===== config.mk =====
export PLATFORM = sky130hd
export DESIGN_NAME = uart_load_rx
export DESIGN_NICKNAME = d
export VERILOG_FILES = /design/src/rtl/uart_load_rx.sv
export SDC_FILE = /design/constraint.sdc
export NUM_CORES = 1
export LEC_CHECK = 0
export CAP_MARGIN = 20
export CORE_MARGIN = 3
export CORE_UTILIZATION = 45
export CTS_CLUSTER_DIAMETER = 80
export DETAILED_ROUTE_END_ITERATION = 16
export GPL_TIMING_DRIVEN = 0
export PLACE_DENSITY_LB_ADDON = 0.25
export SLEW_MARGIN = 20
export SYNTH_ARGS = -nofsm -noshare
export SYNTH_HDL_FRONTEND = slang
export SYNTH_SLANG_ARGS = --single-unit

===== constraint.sdc =====
create_clock -name clk -period 1.9 [get_ports clk]
set_input_delay 0.19 -clock clk [delete_from_list [all_inputs] [get_ports clk]]
set_output_delay 0.19 -clock clk [all_outputs]
set_load 0.01 [all_outputs]

===== src/rtl/uart_load_rx.sv =====
// UART (8N1) receiver producing the tri-state counter's parallel-load byte and load strobe.
// Define UART_LOAD_PARITY_EN to add an even-parity bit between the data and the stop bit.
module uart_load_rx #(
  parameter int CLKS_PER_BIT = 16
) (
  input  logic       clk,
  input  logic       rst_n,
  input  logic       rx,
  output logic [7:0] load_data,
  output logic       load_pulse,
  output logic       busy,
  output logic       frame_err,
  output logic       parity_err
);

  localparam logic [15:0] BIT_LAST  = 16'(CLKS_PER_BIT - 1);
  localparam logic [15:0] HALF_LAST = 16'(CLKS_PER_BIT / 2 - 1);

`ifdef UART_LOAD_PARITY_EN
  typedef enum logic [2:0] {IDLE, START, DATA, PARITY, STOP} state_t;
`else
  typedef enum logic [2:0] {IDLE, START, DATA, STOP} state_t;
`endif

  state_t      state, next_state;
  logic        rx_meta, rx_s, rx_prev;
  logic [1:0]  fill;
  logic        armed;
  logic [15:0] cnt;
  logic [2:0]  bit_cnt;
  logic [7:0]  shift_reg;
  logic        tick, start_edge;
  logic        go_start, false_start, do_shift, stop_smp, par_ok;
`ifdef UART_LOAD_PARITY_EN
  logic        par_bit, par_smp;
`endif

  assign tick       = (state == START) ? (cnt == HALF_LAST) : (cnt == BIT_LAST);
  assign start_edge = armed && rx_prev && !rx_s;

  always_ff @(posedge clk or negedge rst_n) begin
    if (!rst_n) state <= IDLE;
    else        state <= next_state;
  end

  always_comb begin
    next_state = state;
    case (state)
      IDLE:  if (start_edge) next_state = START;
      START: if (tick) next_state = rx_s ? IDLE : DATA;
`ifdef UART_LOAD_PARITY_EN
      DATA:   if (tick && bit_cnt == 3'd7) next_state = PARITY;
      PARITY: if (tick) next_state = STOP;
`else
      DATA:  if (tick && bit_cnt == 3'd7) next_state = STOP;
`endif
      STOP:  if (tick) next_state = IDLE;
      default: next_state = IDLE;
    endcase
  end

  always_comb begin
    go_start    = (state == IDLE) && start_edge;
    false_start = (state == START) && tick && rx_s;
    do_shift    = (state == DATA) && tick;
    stop_smp    = (state == STOP) && tick;
`ifdef UART_LOAD_PARITY_EN
    par_smp     = (state == PARITY) && tick;
    par_ok      = ((^shift_reg) == par_bit);
`else
    par_ok      = 1'b1;
`endif
  end

  // fill tracks when the synchronizer holds real pin samples rather than its reset ones,
  // so a line held low through reset release can never look like an idle-high line.
  always_ff @(posedge clk or negedge rst_n) begin
    if (!rst_n) begin
      rx_meta <= 1'b1;
      rx_s    <= 1'b1;
      rx_prev <= 1'b1;
      fill    <= 2'b00;
      armed   <= 1'b0;
    end else begin
      rx_meta <= rx;
      rx_s    <= rx_meta;
      rx_prev <= rx_s;
      fill    <= {fill[0], 1'b1};
      if (fill[1] && rx_s) armed <= 1'b1;
    end
  end

  always_ff @(posedge clk or negedge rst_n) begin
    if (!rst_n) begin
      cnt        <= '0;
      bit_cnt    <= '0;
      shift_reg  <= '0;
      busy       <= 1'b0;
      load_pulse <= 1'b0;
      frame_err  <= 1'b0;
      load_data  <= '0;
    end else begin
      cnt <= (state == IDLE || tick) ? '0 : cnt + 16'd1;
      if (go_start)      bit_cnt <= '0;
      else if (do_shift) bit_cnt <= bit_cnt + 3'd1;
      if (do_shift) shift_reg <= {rx_s, shift_reg[7:1]};
      if (go_start)                      busy <= 1'b1;
      else if (false_start || stop_smp) busy <= 1'b0;
      load_pulse <= stop_smp && rx_s && par_ok;
      frame_err  <= stop_smp && !rx_s;
      if (stop_smp && rx_s && par_ok) load_data <= shift_reg;
    end
  end

`ifdef UART_LOAD_PARITY_EN
  always_ff @(posedge clk or negedge rst_n) begin
    if (!rst_n) begin
      par_bit    <= 1'b0;
      parity_err <= 1'b0;
    end else begin
      if (par_smp) par_bit <= rx_s;
      parity_err <= stop_smp && !par_ok;
    end
  end
`else
  assign parity_err = 1'b0;
`endif

endmodule

# Yosys cells after proc, flatten, opt, wreduce, memory -nomap -nowiden
# Cells that the tools add are included.
dict set report totals {
  reg_bits 47
  input_bits 3
  output_inout_bits 12
  elab_cells 55
}
dict set report classes {
  addsub 2
  eq_ne 10
  muxes 12
  reduce_logical 18
}
# operator count
set op_table {}
lappend op_table {{$mux W3} 6}
lappend op_table {{$add A16 B1 Y16 const B} 1}
lappend op_table {{$eq A16 B3 Y1 const B} 1}
lappend op_table {{$eq A16 B4 Y1 const B} 1}
lappend op_table {{$mux W16} 1}
lappend op_table {{$pmux W3 S4} 1}
lappend op_table {{$logic_and A1 B1 Y1} 11}
lappend op_table {{$ne A2 B2 Y1 const B} 4}
lappend op_table {{$eq A3 B2 Y1 const B} 2}
lappend op_table {{$reduce_and A4 Y1} 1}
lappend op_table {{$reduce_bool A2 Y1} 2}
lappend op_table {{$add A3 B1 Y3 const B} 1}
lappend op_table {{$eq A3 B1 Y1 const B} 1}
lappend op_table {{$eq A3 B3 Y1 const B} 1}
lappend op_table {{$logic_not A3 Y1} 1}
lappend op_table {{$mux W1} 3}
lappend op_table {{$logic_or A1 B1 Y1} 2}
lappend op_table {{$mux W2} 1}
lappend op_table {{$logic_not A1 Y1} 1}

# Logic depth before layout (Yosys ltp)
# Gate-level depths: netlist of run 1.
dict set report logic_depth {
  word_depth 7
  mapped_depth 6
  ltp_nobuf 5
}

# Least setup slack after synthesis of run 1
# OpenSTA, ideal clock, no wires.
dict set report synth_timing {
  path_kind {flip-flop to flip-flop}
  from {register cnt[0]}
  to {register shift_reg[0]}
  setup_ps 125
  t_arrival_ps 1872
  required_time_ps 1775
  setup_slack_ps -97
  stages_incl_launch_ff 6
  path_buffers 0
  synth_period_minus_slack_ps 1997
  cell_sequence {dfrtp_1 -> ha_1 -> nor4b_2 -> nand4_4 -> nor3_4 -> mux2_2}
}
dict set report synth_between {
  elab_chain_len 3
  elab_cells_between_ends 4
  cone_classes {eq/ne: 2; mux: 1; reduce/logical: 1}
}
# item line_no
set synth_lines {}
lappend synth_lines {{start, declared} 29} ;# logic [15:0] cnt;
lappend synth_lines {{start signal, assigned} 103} ;# cnt <= (state == IDLE || tick) ? '0 : cnt + 16'd1;
lappend synth_lines {{$eq A16 B4 Y1 / $eq A16 B3 Y1 (equally long branches)} 38} ;# assign tick = (state == START) ? (cnt == HALF_LAST) : (cnt == BIT_LAST);
lappend synth_lines {{$mux W1 *} 38}
lappend synth_lines {{$logic_and A1 B1 Y1 *} 65} ;# do_shift = (state == DATA) && tick;
lappend synth_lines {{end signal, assigned} 106} ;# if (do_shift) shift_reg <= {rx_s, shift_reg[7:1]};
lappend synth_lines {{end, declared} 31} ;# logic [7:0] shift_reg;
# Mark *: on every way between the ends. The rest lies on a longest branch, timed or not.
# A chain may end at the register's enable or synchronous reset.

# Final worst setup path of run 1
dict set report layout_timing {
  from {register cnt[4]}
  to {register shift_reg[3]}
}
# The elaborated chain is that of the path after synthesis.

==> results of run 1 <==
per-layer routing:
| layer | track usage | wire length (um) | up-vias |
|---|---|---|---|
| li1 | - | - | 665 |
| met1 | 0.1879 | 1627 | 691 |
| met2 | 0.2579 | 1912 | 26 |
| met3 | 0.04865 | 143 | 6 |
| met4 | 0.06237 | 63 | 0 |
| met5 | 0 | 0 | - |
kinds of logic after synthesis:
group | share of synthesized area
xor gates and xnor gates | 0.05456
DFF | 0.5534
muxes | 0.1007
adders and majority gates | 0.01799
AOI/OAI and AO/OA | 0.02878
other | 0.003598
buffers and inverters | 0.03297
and+or+nand+nor | 0.2080
cells in the final DEF (no fill, tap or decap), types with 3 or more instances in the layout:
cell and n:
sky130_fd_sc_hd__nand2_1 10, sky130_fd_sc_hd__and4_1 5, sky130_fd_sc_hd__dfstp_2 3, sky130_fd_sc_hd__clkdlybuf4s50_1 12, sky130_fd_sc_hd__mux2_2 16, sky130_fd_sc_hd__xor2_1 12, sky130_fd_sc_hd__nor2_1 21, sky130_fd_sc_hd__clkbuf_8 5
sky130_fd_sc_hd__dfrtp_1 42, sky130_fd_sc_hd__clkbuf_1 6, sky130_fd_sc_hd__mux2i_1 3, sky130_fd_sc_hd__buf_6 3, sky130_fd_sc_hd__inv_1 6, sky130_fd_sc_hd__nor3_1 3, sky130_fd_sc_hd__nor4_1 3, sky130_fd_sc_hd__nand4_1 9
sky130_fd_sc_hd__nand3_1 3, sky130_fd_sc_hd__buf_4 6
cell type report:
class / instances / area, sq um
clock inverter: 2 / 13.76
inverter: 6 / 22.52
buffer: 8 / 42.54
timing repair buffer: 23 / 242.7
tap: 52 / 65.06
sequential: 46 / 1156
fill: 373 / 1893
multi-input combinational: 113 / 905.9
clock buffer: 6 / 72.57
critical path: stages, from the launching register on:
cell                      delay (ns)
sky130_fd_sc_hd__dfrtp_1        0.38
sky130_fd_sc_hd__buf_6          0.14
sky130_fd_sc_hd__nor4b_4        0.31
sky130_fd_sc_hd__nand4_4        0.19
sky130_fd_sc_hd__nor3_4         0.21
sky130_fd_sc_hd__buf_6          0.16
sky130_fd_sc_hd__mux2_2         0.33
how the worst min path moves through the flow:
stage                                   end  slack (ns)  cells past startpoint
after floorplan           armed$_DFFE_PN0P_       -0.11                      0
after global placement    fill[1]$_DFF_PN0_        0.33                      0
after detailed placement   cnt[4]$_DFF_PN0_        0.20                      1
after CTS                 rx_meta$_DFF_PN1_        0.28                      1
after global routing      rx_meta$_DFF_PN1_        0.28                      1
final                     rx_meta$_DFF_PN1_        0.29                      1
through the flow:
| stage | util | hold slack, ns | worst slack (ns) | cells |
|---|---|---|---|---|
| after floorplan | - | -0.1056 | 0.01702 | 174 |
| after global placement | 0.5196 | 0.3335 | -0.5155 | 239 |
| after detailed placement | 0.5247 | 0.2024 | -0.2824 | 240 |
| after CTS | 0.5635 | 0.2843 | 0.02090 | 255 |
| after global routing | 0.5711 | 0.2751 | -0.007851 | 256 |
| final | 0.5711 | 0.2937 | 0.07138 | 256 |
report_power, final:
group / internal (mW) / switching (mW) / total [mW] / leakage [nW]
logic: 0.330 / 0.414 / 0.744 / 0.514
registers: 1.08 / 0.0856 / 1.16 / 0.603
clock network: 0.260 / 0.316 / 0.576 / 0.0452
what timing repair did:
item / 4_1_cts / 5_1_grt
hold buffers: 1 / 0
setup endpoints to repair: 28 / 27
hold endpoints to repair: 18 / 0
pin swaps: 3 / 5
resized for setup: 3 / 7
setup buffers: 6 / 2
==> results_tabular.tex, run 1 <==
\begin{tabular}{lr}
\hline
Metric & Value \\
\hline
\multicolumn{2}{l}{\textbf{Placement}} \\
\quad GPL Wtd Cong & 0.8055 \\
\quad Placed cell areas & 2316 sq um \\
\quad Number of port buffers & 13 \\
\quad Estimated wirelength of the detail-placed design & approximately 2500 um \\
\multicolumn{2}{l}{\textbf{Synth}} \\
\quad Yosys warnings & 0 \\
\quad Distinct cell type count of the synthesized netlist & 38 \\
\quad Leading cell types by total area after synthesis & sky130\_fd\_sc\_hd\_\_dfrtp\_1, sky130\_fd\_sc\_hd\_\_mux2\_2, sky130\_fd\_sc\_hd\_\_xor2\_1 \\
\quad Number of nets produced by synthesis & 180 \\
\quad Top cell type's share of synthesized area & 0.5156 \\
\quad Most frequently used cell type in the post-synthesis netlist & sky130\_fd\_sc\_hd\_\_dfrtp\_1 \\
\quad Flip-flop and latch count after synthesis & 46 \\
\quad Post-synth EDFFs & 0 \\
\quad Combined area of all synthesized cells & between 2000 and 2500 sq um \\
\quad Syn Area/Cell & roughly 12 sq um \\
\quad Top FF cell, synth & sky130\_fd\_sc\_hd\_\_dfrtp\_1 \\
\quad Cell type with the highest aggregate area in the netlist & sky130\_fd\_sc\_hd\_\_dfrtp\_1 \\
\quad Share of synthesized registers carrying an async set or reset & 1.000 \\
\quad Register area share after synthesis & 0.5534 \\
\quad Top cells by instance count after synthesis & sky130\_fd\_sc\_hd\_\_dfrtp\_1, sky130\_fd\_sc\_hd\_\_nor2\_1, sky130\_fd\_sc\_hd\_\_mux2\_2 \\
\quad Number of cells produced by synthesis & about 170 \\
\multicolumn{2}{l}{\textbf{Worst hold path}} \\
\quad Worst min-delay path category & in -> reg \\
\quad Hold\_sp & rx \\
\multicolumn{2}{l}{\textbf{Worst setup path}} \\
\quad CP arrival & about 2 ns \\
\quad Data required time of the worst path & 2.08 ns \\
\quad Number of cells on the worst reg-to-reg path & 6 \\
\quad CP Capture Type & register \\
\quad Worst-case register-to-register setup slack & 0.07 ns \\
\quad Element type at the critical path start & register \\
\quad Reg-to-reg critical path endpoint & shift\_reg[3]\$\_DFFE\_PN0P\_ \\
\quad Category of the critical setup timing path & reg -> reg \\
\quad Critical R2R Launch & cnt[4]\$\_DFF\_PN0\_ \\
\quad End point of the critical path & shift\_reg[3]\$\_DFFE\_PN0P\_ \\
\quad Maximum fanout count along the critical path & 10 \\
\quad Worst setup path start & cnt[4]\$\_DFF\_PN0\_ \\
\multicolumn{2}{l}{\textbf{Routing}} \\
\quad Total DRC errors in the routed layout & 0 \\
\quad Vias/cell & roughly 5.4 \\
\quad Number of nets with antenna violations after detailed routing & 0 \\
\quad Router iterations before antenna repair & 4 \\
\quad Wire length reported by the detailed router & about 3700 um \\
\quad Number of vias after detailed routing & about 1.4k \\
\quad Post-DR wirelength/cell & $\sim$15 um \\
\quad Starting DRT DRC Count & 93 \\
\multicolumn{2}{l}{\textbf{Timing}} \\
\quad Fraction of the cycle the final worst path needs & 0.9624 \\
\quad Final count of hold timing violations & 0 \\
\quad Achievable frequency & 0.5469 GHz \\
\quad Count of final max-slew check failures & 0 \\
\quad Actual slew at the worst max-slew pin & around 0.52 ns \\
\quad Setup violations, final & 0 \\
\quad Final critical-path required period & 1.829 ns \\
\quad Max-slew headroom at the worst pin & 0.6529 \\
\quad Worst clock skew & between 0.009 and 0.01 ns \\
\quad Setup\_tns & 0 ns \\
\multicolumn{2}{l}{\textbf{Cells and area}} \\
\quad Flip-flop count of the largest register after layout & 16 \\
\quad Syn-to-layout area delta & 20.80\% \\
\quad Layout Nets & about 210 \\
\quad Fraction of final layout cells with drive strength greater than 1 & 0.2549 \\
\quad Summed area of non-filler cells in the final layout & around 2500 sq um \\
\quad \# diodes & 0 \\
\multicolumn{2}{l}{\textbf{Clock tree}} \\
\quad Clock latency at the later pin of the worst-skew pair & about 0.30 ns \\
\quad Number of levels the H-tree was split into & 2 \\
\quad Clock transition at the registers of the reported paths & around 0.08 ns \\
\quad Clock tree from TritonCTS & done \\
\quad Sink Count & between 40 and 50 \\
\quad TritonCTS Buffers & 5 \\
\quad Root buffer cell & sky130\_fd\_sc\_hd\_\_clkbuf\_8 \\
\quad Number of buffers on the longest clock path & 2 \\
\multicolumn{2}{l}{\textbf{Floorplanning}} \\
\quad Die footprint & 5491 sq um \\
\quad Area of the core & roughly 4400 sq um \\
\quad Count of pins on the block boundary & 15 \\
\quad Starting density of the core & 0.4728 \\
\quad Number of rows in the core area & 24 \\
\quad Die extent in x & between 70 and 80 um \\
\quad Chip Height & approximately 74 um \\
\multicolumn{2}{l}{\textbf{Pwr}} \\
\quad Tot Pwr & about 2.5 mW \\
\quad IR Drop Worst-Case VDD & about 0.76 mV \\
\quad Total power per unit cell area & a little under 1000 nW/um\^{}2 \\
\quad P\_leak & 1.162 nW \\
\multicolumn{2}{l}{\textbf{Global routing}} \\
\quad Remaining Overflow, GRT & 0 \\
\quad Total Routing Usage GR & 0.1552 \\
\quad Number of antenna violations at the first check in global routing & 0 \\
\quad First-pass GRT wire length & 6410 um \\
\quad Largest net degree at the start of global routing & 26 \\
\quad Number of global-route vias before repair & around 1.4k \\
\multicolumn{2}{l}{\textbf{Job}} \\
\quad Max-cap viol count & 0 \\
\multicolumn{2}{l}{\textbf{Status}} \\
\quad Outcome & completed \\
\hline
\end{tabular}
(Power assumes the default switching activity.)
==> run 2, diff against run 1 <==
Settings changed: SETUP_SLACK_MARGIN set to 0.5.
==> run 2 against run 1 <==
Against the previous run:
- clock skew up 0.00052 ns
- final area up 12%
- sequential power about the same
- clock power up 30%
- critical path type unchanged
- global-route usage up 1.3 points
- via count up 3.4%
- largest cell class unchanged
==> results_tabular.tex, run 2 (same netlist as run 1, synthesis figures left out) <==
\begin{tabular}{lr}
\hline
Metric & Value \\
\hline
\multicolumn{2}{l}{\textbf{Worst setup path}} \\
\quad Element type at the critical path start & register (unchanged) \\
\quad CP arrival & 2.01 ns (about the same) \\
\quad Category of the critical setup timing path & reg -> reg (unchanged) \\
\quad Data required time of the worst path & 2.10 ns (was 2.08 ns) \\
\quad CP Capture Type & register (unchanged) \\
\quad Maximum fanout count along the critical path & 9 (was 10) \\
\multicolumn{2}{l}{\textbf{Worst hold path}} \\
\quad Worst min-delay path category & in -> reg (unchanged) \\
\multicolumn{2}{l}{\textbf{Pwr}} \\
\quad Seq pwr share & 0.392 (was 0.468) \\
\quad Clock power share & 0.255 (was 0.232) \\
\quad P\_leak & 1.390 nW (was 1.162 nW) \\
\quad Total power per unit cell area & 1041 nW/um\^{}2 (was 985.0 nW/um\^{}2) \\
\quad Power share of the combinational group & 0.353 (was 0.300) \\
\quad Net load switching power & 0.9542 mW (was 0.8155 mW) \\
\quad IR Drop Worst-Case VDD & 0.8362 mV (was 0.7628 mV) \\
\quad Switching share of total power & 0.3253 (was 0.3284) \\
\quad Cell-internal power & 1.979 mW (was 1.668 mW) \\
\quad Tot Pwr & 2.933 mW (was 2.483 mW) \\
\multicolumn{2}{l}{\textbf{Floorplanning}} \\
\quad Area of the core & 4414 sq um (unchanged) \\
\quad Starting density of the core & 0.4728 (unchanged) \\
\quad Die footprint & 5491 sq um (unchanged) \\
\quad Number of rows in the core area & 24 (unchanged) \\
\quad Die extent in x & 74.10 um (unchanged) \\
\quad Chip Height & 74.10 um (unchanged) \\
\quad Count of pins on the block boundary & 15 (unchanged) \\
\multicolumn{2}{l}{\textbf{Global routing}} \\
\quad Total Routing Usage GR & 0.1679 (was 0.1552) \\
\quad Number of antenna violations at the first check in global routing & 0 (unchanged) \\
\quad Number of global-route vias before repair & 1479 (was 1427) \\
\quad Remaining Overflow, GRT & 0 (unchanged) \\
\quad Largest net degree at the start of global routing & 25 (was 26) \\
\quad First-pass GRT wire length & 6982 um (was 6410 um) \\
\multicolumn{2}{l}{\textbf{Timing}} \\
\quad RSZ-0062 raised after global routing & yes \\
\quad Final count of hold timing violations & 0 (unchanged) \\
\quad Worst slack on hold paths & 0.2963 ns (was 0.2937 ns) \\
\quad Actual slew at the worst max-slew pin & 0.5757 ns (was 0.5207 ns) \\
\quad Max-slew headroom at the worst pin & 0.6162 (was 0.6529) \\
\quad Achievable frequency & 0.5514 GHz (was 0.5469 GHz) \\
\quad Fraction of the cycle the final worst path needs & 0.9546 (was 0.9624) \\
\quad Count of final max-slew check failures & 0 (unchanged) \\
\quad Setup violations, final & 0 (unchanged) \\
\quad Worst clock skew & 0.01042 ns (was 0.009900 ns) \\
\quad Min setup slack post-route & 0.08635 ns (was 0.07138 ns) \\
\quad Final critical-path required period & 1.814 ns (was 1.829 ns) \\
\multicolumn{2}{l}{\textbf{Clock tree}} \\
\quad TritonCTS Buffers & 5 (unchanged) \\
\quad Number of buffers on the longest clock path & 2 (unchanged) \\
\quad Number of levels the H-tree was split into & 2 (unchanged) \\
\quad Sink Count & 46 (unchanged) \\
\quad Clock tree from TritonCTS & done (unchanged) \\
\quad Clock transition at the registers of the reported paths & 0.09 ns (was 0.08 ns) \\
\quad Clock latency at the later pin of the worst-skew pair & 0.30 ns (about the same) \\
\quad Root buffer cell & sky130\_fd\_sc\_hd\_\_clkbuf\_8 (unchanged) \\
\multicolumn{2}{l}{\textbf{Job}} \\
\quad Max-cap viol count & 0 (unchanged) \\
\multicolumn{2}{l}{\textbf{Status}} \\
\quad Outcome & completed (unchanged) \\
\multicolumn{2}{l}{\textbf{Cells and area}} \\
\quad Flip-flop count of the largest register after layout & 16 (unchanged) \\
\quad Summed area of non-filler cells in the final layout & 2819 sq um (was 2521 sq um) \\
\quad Count of filler cells inserted in the layout & 324 (was 373) \\
\quad Fraction of final layout cells with drive strength greater than 1 & 0.4055 (was 0.2549) \\
\quad Most common cell after layout, fill and taps aside & sky130\_fd\_sc\_hd\_\_dfrtp\_1 (unchanged) \\
\quad Non-Filler Instances & 269 (was 256) \\
\quad Layout Nets & 222 (was 209) \\
\quad Syn-to-layout area delta & 35.07\% (was 20.80\%) \\
\quad Leading cell types in the layout, fill and taps excluded & sky130\_fd\_sc\_hd\_\_dfrtp\_1, sky130\_fd\_sc\_hd\_\_nor2\_2, sky130\_fd\_sc\_hd\_\_xor2\_1, sky130\_fd\_sc\_hd\_\_buf\_4, sky130\_fd\_sc\_hd\_\_nand2\_1 (was sky130\_fd\_sc\_hd\_\_dfrtp\_1, sky130\_fd\_sc\_hd\_\_nor2\_1, sky130\_fd\_sc\_hd\_\_mux2\_2, sky130\_fd\_sc\_hd\_\_xor2\_1, sky130\_fd\_sc\_hd\_\_clkdlybuf4s50\_1) \\
\quad \# diodes & 0 (unchanged) \\
\multicolumn{2}{l}{\textbf{Placement}} \\
\quad Number of port buffers & 13 (unchanged) \\
\quad GPL Wtd Cong & 0.8006 (was 0.8055) \\
\quad Placed cell areas & 2372 sq um (was 2316 sq um) \\
\quad Cell Count Post-Placement & 240 (unchanged) \\
\quad Worst slack at placement & -0.1680 ns (was -0.2824 ns) \\
\quad Estimated wirelength of the detail-placed design & 2631 um (was 2506 um) \\
\multicolumn{2}{l}{\textbf{Routing}} \\
\quad Met3 wire length & 151 um (was 143 um) \\
\quad Number of vias after detailed routing & 1435 (was 1388) \\
\quad Met2 WL post-DR & 2205 um (was 1912 um) \\
\quad Post-DR wirelength/cell & 15.75 um (was 14.63 um) \\
\quad Router iterations before antenna repair & 4 (unchanged) \\
\quad Wire length reported by the detailed router & 4237 um (was 3746 um) \\
\quad Total DRC errors in the routed layout & 0 (unchanged) \\
\quad Starting DRT DRC Count & 111 (was 93) \\
\quad Vias/cell & 5.335 (was 5.422) \\
\quad WL met1 & 1824 um (was 1627 um) \\
\quad Number of nets with antenna violations after detailed routing & 0 (unchanged) \\
\quad Top metal layer carrying routed signals & met4 (unchanged) \\
\hline
\end{tabular}
==> run 2: path summary, 6_finish.rpt <==
check,endpoint,slack [ns],from,cells after the start
max,shift_reg[4]$_DFFE_PN0P_,0.09,cnt[5]$_DFF_PN0_,6
min,rx_meta$_DFF_PN1_,0.30,rx,1
max reg2reg,shift_reg[4]$_DFFE_PN0P_,0.09,cnt[5]$_DFF_PN0_,6
min reg2reg,fill[1]$_DFF_PN0_,0.35,fill[0]$_DFF_PN0_,0
max in group asynchronous,cnt[12]$_DFF_PN0_,0.98,rst_n,3
min in group asynchronous,cnt[4]$_DFF_PN0_,0.41,rst_n,2
==> run 2: cell type report <==
type,instances,area [sq um],area share
sequential,46,1156,0.4101
multi-input combinational,113,1011,0.3586
timing repair buffer,35,372.9,0.1323
buffer,9,75.07,0.02663
clock buffer,5,68.82,0.02441
tap,52,65.06,0.02308
clock inverter,3,47.55,0.01687
inverter,6,22.52,0.007989
==> run 2: power groups by stage <==
stage	combinational (mW)	clock [mW]	sequential [mW]
after detailed placement	0.732	0	1.18
after global routing	1.13	0.806	1.16
after floorplan	0.570	0	1.17
after CTS	0.873	0.765	1.15
final	1.04	0.747	1.15
after global placement	0.707	0	1.17
==> run 2: what timing repair did <==
action,4_1_cts,5_1_grt
endpoints found under the hold margin,20,0
buffers inserted,14,5
endpoints found under the setup margin,46,45
cloned,1,0
pin swaps,11,11
hold buffers,1,0
resized for setup,24,33
==> run 2: metrics by stage <==
stage               utilization  setup TNS [ns]
global placement         0.5323          -24.32
global route             0.6386       -0.007884
detailed placement       0.5374          -2.199
CTS                      0.6088               0
finish                   0.6386               0
floorplan                     -               0
==> run 2: critical path: stages, from the launching register on <==
cell and delay [ns]:
sky130_fd_sc_hd__dfrtp_1 0.38, sky130_fd_sc_hd__buf_6 0.13, sky130_fd_sc_hd__nor4b_4 0.33, sky130_fd_sc_hd__nand4_4 0.20, sky130_fd_sc_hd__nor3_4 0.20, sky130_fd_sc_hd__buf_12 0.15, sky130_fd_sc_hd__mux2_2 0.33
==> run 2: routing by layer <==
| layer | GRT usage | vias up |
|---|---|---|
| met5 | 0 | - |
| met4 | 0.05634 | 0 |
| met3 | 0.04459 | 8 |
| met2 | 0.2815 | 24 |
| met1 | 0.2108 | 712 |
| li1 | - | 691 |
==> run 3, diff against run 2 <==
Settings changed: PLACE_DENSITY set to 0.73, PLACE_DENSITY_LB_ADDON 0.25 to unset.
==> run 3 against run 2 <==
Against the previous run:
- hold slack better by 0.013 ns
- clock skew is 0.00096 ns higher
- global-route usage hardly changed
- via count is 1.3% lower
- final area is 2.1% lower
- combinational power is 5% lower
- critical path depth is 1 lower
- non-clock buffer count is 4 lower
- maximum frequency is 2.7% lower
- worst setup slack worse by 0.051 ns
- sequential power hardly changed
- register-to-register slack worse by 0.05 ns
- critical path type unchanged
==> results_tabular.tex, run 3 (same netlist as run 1, synthesis figures left out) <==
\begin{tabular}{lr}
\hline
Metric & Value \\
\hline
\multicolumn{2}{l}{\textbf{Job}} \\
\quad Max-cap viol count & 0 (unchanged) \\
\multicolumn{2}{l}{\textbf{Timing}} \\
\quad Max-slew headroom at the worst pin & 0.5817 (was 0.6162) \\
\quad Actual slew at the worst max-slew pin & 0.6275 ns (was 0.5757 ns) \\
\quad Count of final max-slew check failures & 0 (unchanged) \\
\quad Fraction of the cycle the final worst path needs & 0.9814 (was 0.9546) \\
\quad Achievable frequency & 0.5363 GHz (was 0.5514 GHz) \\
\quad RSZ-0062 raised after global routing & yes (unchanged) \\
\quad Min setup slack post-route & 0.03537 ns (was 0.08635 ns) \\
\quad Final count of hold timing violations & 0 (unchanged) \\
\quad Setup violations, final & 0 (unchanged) \\
\quad Worst clock skew & 0.01138 ns (was 0.01042 ns) \\
\quad Final critical-path required period & 1.865 ns (was 1.814 ns) \\
\quad Worst slack on hold paths & 0.3097 ns (was 0.2963 ns) \\
\quad Setup\_tns & 0 ns (unchanged) \\
\multicolumn{2}{l}{\textbf{Global routing}} \\
\quad Largest net degree at the start of global routing & 32 (was 25) \\
\quad Met1 global-route usage & 0.2247 (was 0.2108) \\
\quad Number of antenna violations at the first check in global routing & 0 (unchanged) \\
\quad First-pass GRT wire length & 7031 um (was 6982 um) \\
\quad Met3 usage & 0.03514 (was 0.04459) \\
\quad Remaining Overflow, GRT & 0 (unchanged) \\
\quad Total Routing Usage GR & 0.1676 (was 0.1679) \\
\quad Peak-usage layer in the global routing report & met2 (unchanged) \\
\quad Number of global-route vias before repair & 1448 (was 1479) \\
\quad Routing usage on met2 & 0.2717 (was 0.2815) \\
\multicolumn{2}{l}{\textbf{Worst setup path}} \\
\quad Data required time of the worst path & 2.07 ns (was 2.10 ns) \\
\quad Category of the critical setup timing path & reg -> reg (unchanged) \\
\quad Maximum fanout count along the critical path & 8 (was 9) \\
\quad Element type at the critical path start & register (unchanged) \\
\quad CP arrival & 2.04 ns (was 2.01 ns) \\
\quad CP Capture Type & register (unchanged) \\
\multicolumn{2}{l}{\textbf{Floorplanning}} \\
\quad Number of rows in the core area & 24 (unchanged) \\
\quad Starting density of the core & 0.4728 (unchanged) \\
\quad Chip Height & 74.10 um (unchanged) \\
\quad Die footprint & 5491 sq um (unchanged) \\
\quad Count of pins on the block boundary & 15 (unchanged) \\
\quad Area of the core & 4414 sq um (unchanged) \\
\quad Die extent in x & 74.10 um (unchanged) \\
\multicolumn{2}{l}{\textbf{Cells and area}} \\
\quad Leading cell types in the layout, fill and taps excluded & sky130\_fd\_sc\_hd\_\_dfrtp\_1, sky130\_fd\_sc\_hd\_\_nor2\_1, sky130\_fd\_sc\_hd\_\_buf\_4, sky130\_fd\_sc\_hd\_\_xor2\_1, sky130\_fd\_sc\_hd\_\_nand2\_1 (was sky130\_fd\_sc\_hd\_\_dfrtp\_1, sky130\_fd\_sc\_hd\_\_nor2\_2, sky130\_fd\_sc\_hd\_\_xor2\_1, sky130\_fd\_sc\_hd\_\_buf\_4, sky130\_fd\_sc\_hd\_\_nand2\_1) \\
\quad Fraction of final layout cells with drive strength greater than 1 & 0.3380 (was 0.4055) \\
\quad Count of filler cells inserted in the layout & 325 (was 324) \\
\quad \# diodes & 0 (unchanged) \\
\quad Syn-to-layout area delta & 32.19\% (was 35.07\%) \\
\quad Most common cell after layout, fill and taps aside & sky130\_fd\_sc\_hd\_\_dfrtp\_1 (unchanged) \\
\quad Layout Nets & 218 (was 222) \\
\quad Flip-flop count of the largest register after layout & 16 (unchanged) \\
\quad Area of the multi-input gates & 1007 sq um (was 1011 sq um) \\
\quad Register cell area after layout & 1157 sq um (was 1156 sq um) \\
\quad Summed area of non-filler cells in the final layout & 2759 sq um (was 2819 sq um) \\
\multicolumn{2}{l}{\textbf{Clock tree}} \\
\quad Root buffer cell & sky130\_fd\_sc\_hd\_\_clkbuf\_8 (unchanged) \\
\quad Clock transition at the registers of the reported paths & 0.08 ns (was 0.09 ns) \\
\quad Sink Count & 46 (unchanged) \\
\quad TritonCTS Buffers & 5 (unchanged) \\
\quad Clock latency at the later pin of the worst-skew pair & 0.29 ns (was 0.30 ns) \\
\quad Number of levels the H-tree was split into & 2 (unchanged) \\
\quad Clock tree from TritonCTS & done (unchanged) \\
\quad Number of buffers on the longest clock path & 2 (unchanged) \\
\multicolumn{2}{l}{\textbf{Placement}} \\
\quad Number of port buffers & 13 (unchanged) \\
\quad GPL Wtd Cong & 0.8918 (was 0.8006) \\
\quad Placed cell areas & 2365 sq um (was 2372 sq um) \\
\quad Estimated wirelength of the detail-placed design & 2616 um (was 2631 um) \\
\quad Worst slack at placement & -0.1859 ns (was -0.1680 ns) \\
\multicolumn{2}{l}{\textbf{Routing}} \\
\quad Wire length reported by the detailed router & 4195 um (was 4237 um) \\
\quad Vias/cell & 5.347 (was 5.335) \\
\quad Number of vias after detailed routing & 1417 (was 1435) \\
\quad Post-DR wirelength/cell & 15.83 um (was 15.75 um) \\
\quad Number of nets with antenna violations after detailed routing & 0 (unchanged) \\
\quad Router iterations before antenna repair & 4 (unchanged) \\
\quad Total DRC errors in the routed layout & 0 (unchanged) \\
\quad Starting DRT DRC Count & 54 (was 111) \\
\multicolumn{2}{l}{\textbf{Pwr}} \\
\quad Total power per unit cell area & 1042 nW/um\^{}2 (was 1041 nW/um\^{}2) \\
\quad P\_leak & 1.369 nW (was 1.390 nW) \\
\quad IR Drop Worst-Case VDD & 0.6720 mV (was 0.8362 mV) \\
\multicolumn{2}{l}{\textbf{Status}} \\
\quad Outcome & completed (unchanged) \\
\multicolumn{2}{l}{\textbf{Worst hold path}} \\
\quad Worst min-delay path category & in -> reg (unchanged) \\
\hline
\end{tabular}
run 3: cell count changes in the layout (fill, tap and decap cells not counted), sizes merged:
cell           previous run  this run
buf                      26        20
clkbuf                   10        14
clkdlybuf4s50             1         3
dlygate4sd2               6         2
dlymetal6s2s              5         7
inv                       8         6
run 3: area by class of cell:
cell class,instances,share of cell area
Buffer,9,0.02358
Clock buffer,7,0.03129
Clock inverter,1,0.01088
Tap cell,52,0.02358
Multi-Input combinational cell,113,0.3651
Inverter,6,0.008163
Timing Repair Buffer,31,0.1179
Sequential cell,46,0.4195
run 3: final timing paths:
| check | startpoint | end | slack (ns) | depth (start not counted) |
|---|---|---|---|---|
| min in group asynchronous | rst_n | cnt[15]$_DFF_PN0_ | 0.34 | 2 |
| min | rx | rx_meta$_DFF_PN1_ | 0.31 | 1 |
| max reg2reg | cnt[13]$_DFF_PN0_ | load_data[6]$_DFFE_PN0P_ | 0.04 | 5 |
| min reg2reg | fill[0]$_DFF_PN0_ | fill[1]$_DFF_PN0_ | 0.35 | 0 |
| max in group asynchronous | rst_n | rx_s$_DFF_PN1_ | 0.99 | 3 |
| max | cnt[13]$_DFF_PN0_ | load_data[6]$_DFFE_PN0P_ | 0.04 | 5 |
run 3: layer usage:
metal  vias to the layer above  wire length, um
met3                         4              115
met5                         -                0
met4                         0               34
met1                       718             1871
met2                        19             2174
li1                        676                -
run 3: power by group:
group	internal (mW)	switching, mW
registers	1.08	0.0749
clock network	0.429	0.304
logic	0.460	0.527
run 3: metrics by stage:
step                cells  power [mW]  utilization
floorplan             174       1.737            -
global placement      239       1.876       0.5323
detailed placement    240       1.919       0.5357
CTS                   261       2.753       0.5989
global route          265       3.044       0.6250
finish                265       2.874       0.6250
run 3: worst max-delay path: stages (launching register included):
cell	delay, ns
sky130_fd_sc_hd__dfrtp_1	0.48
sky130_fd_sc_hd__nor4b_4	0.36
sky130_fd_sc_hd__nand4_4	0.18
sky130_fd_sc_hd__nor3_4	0.25
sky130_fd_sc_hd__buf_12	0.16
sky130_fd_sc_hd__mux2_4	0.30
run 3: timing repair:
action | in CTS | in global routing
setup endpoints to repair | 42 | 47
hold buffers | 1 | 0
setup buffers | 11 | 4
gates resized for setup | 11 | 24
cloned | 1 | 0
pin swaps | 9 | 4
endpoints found under the hold margin | 15 | 0
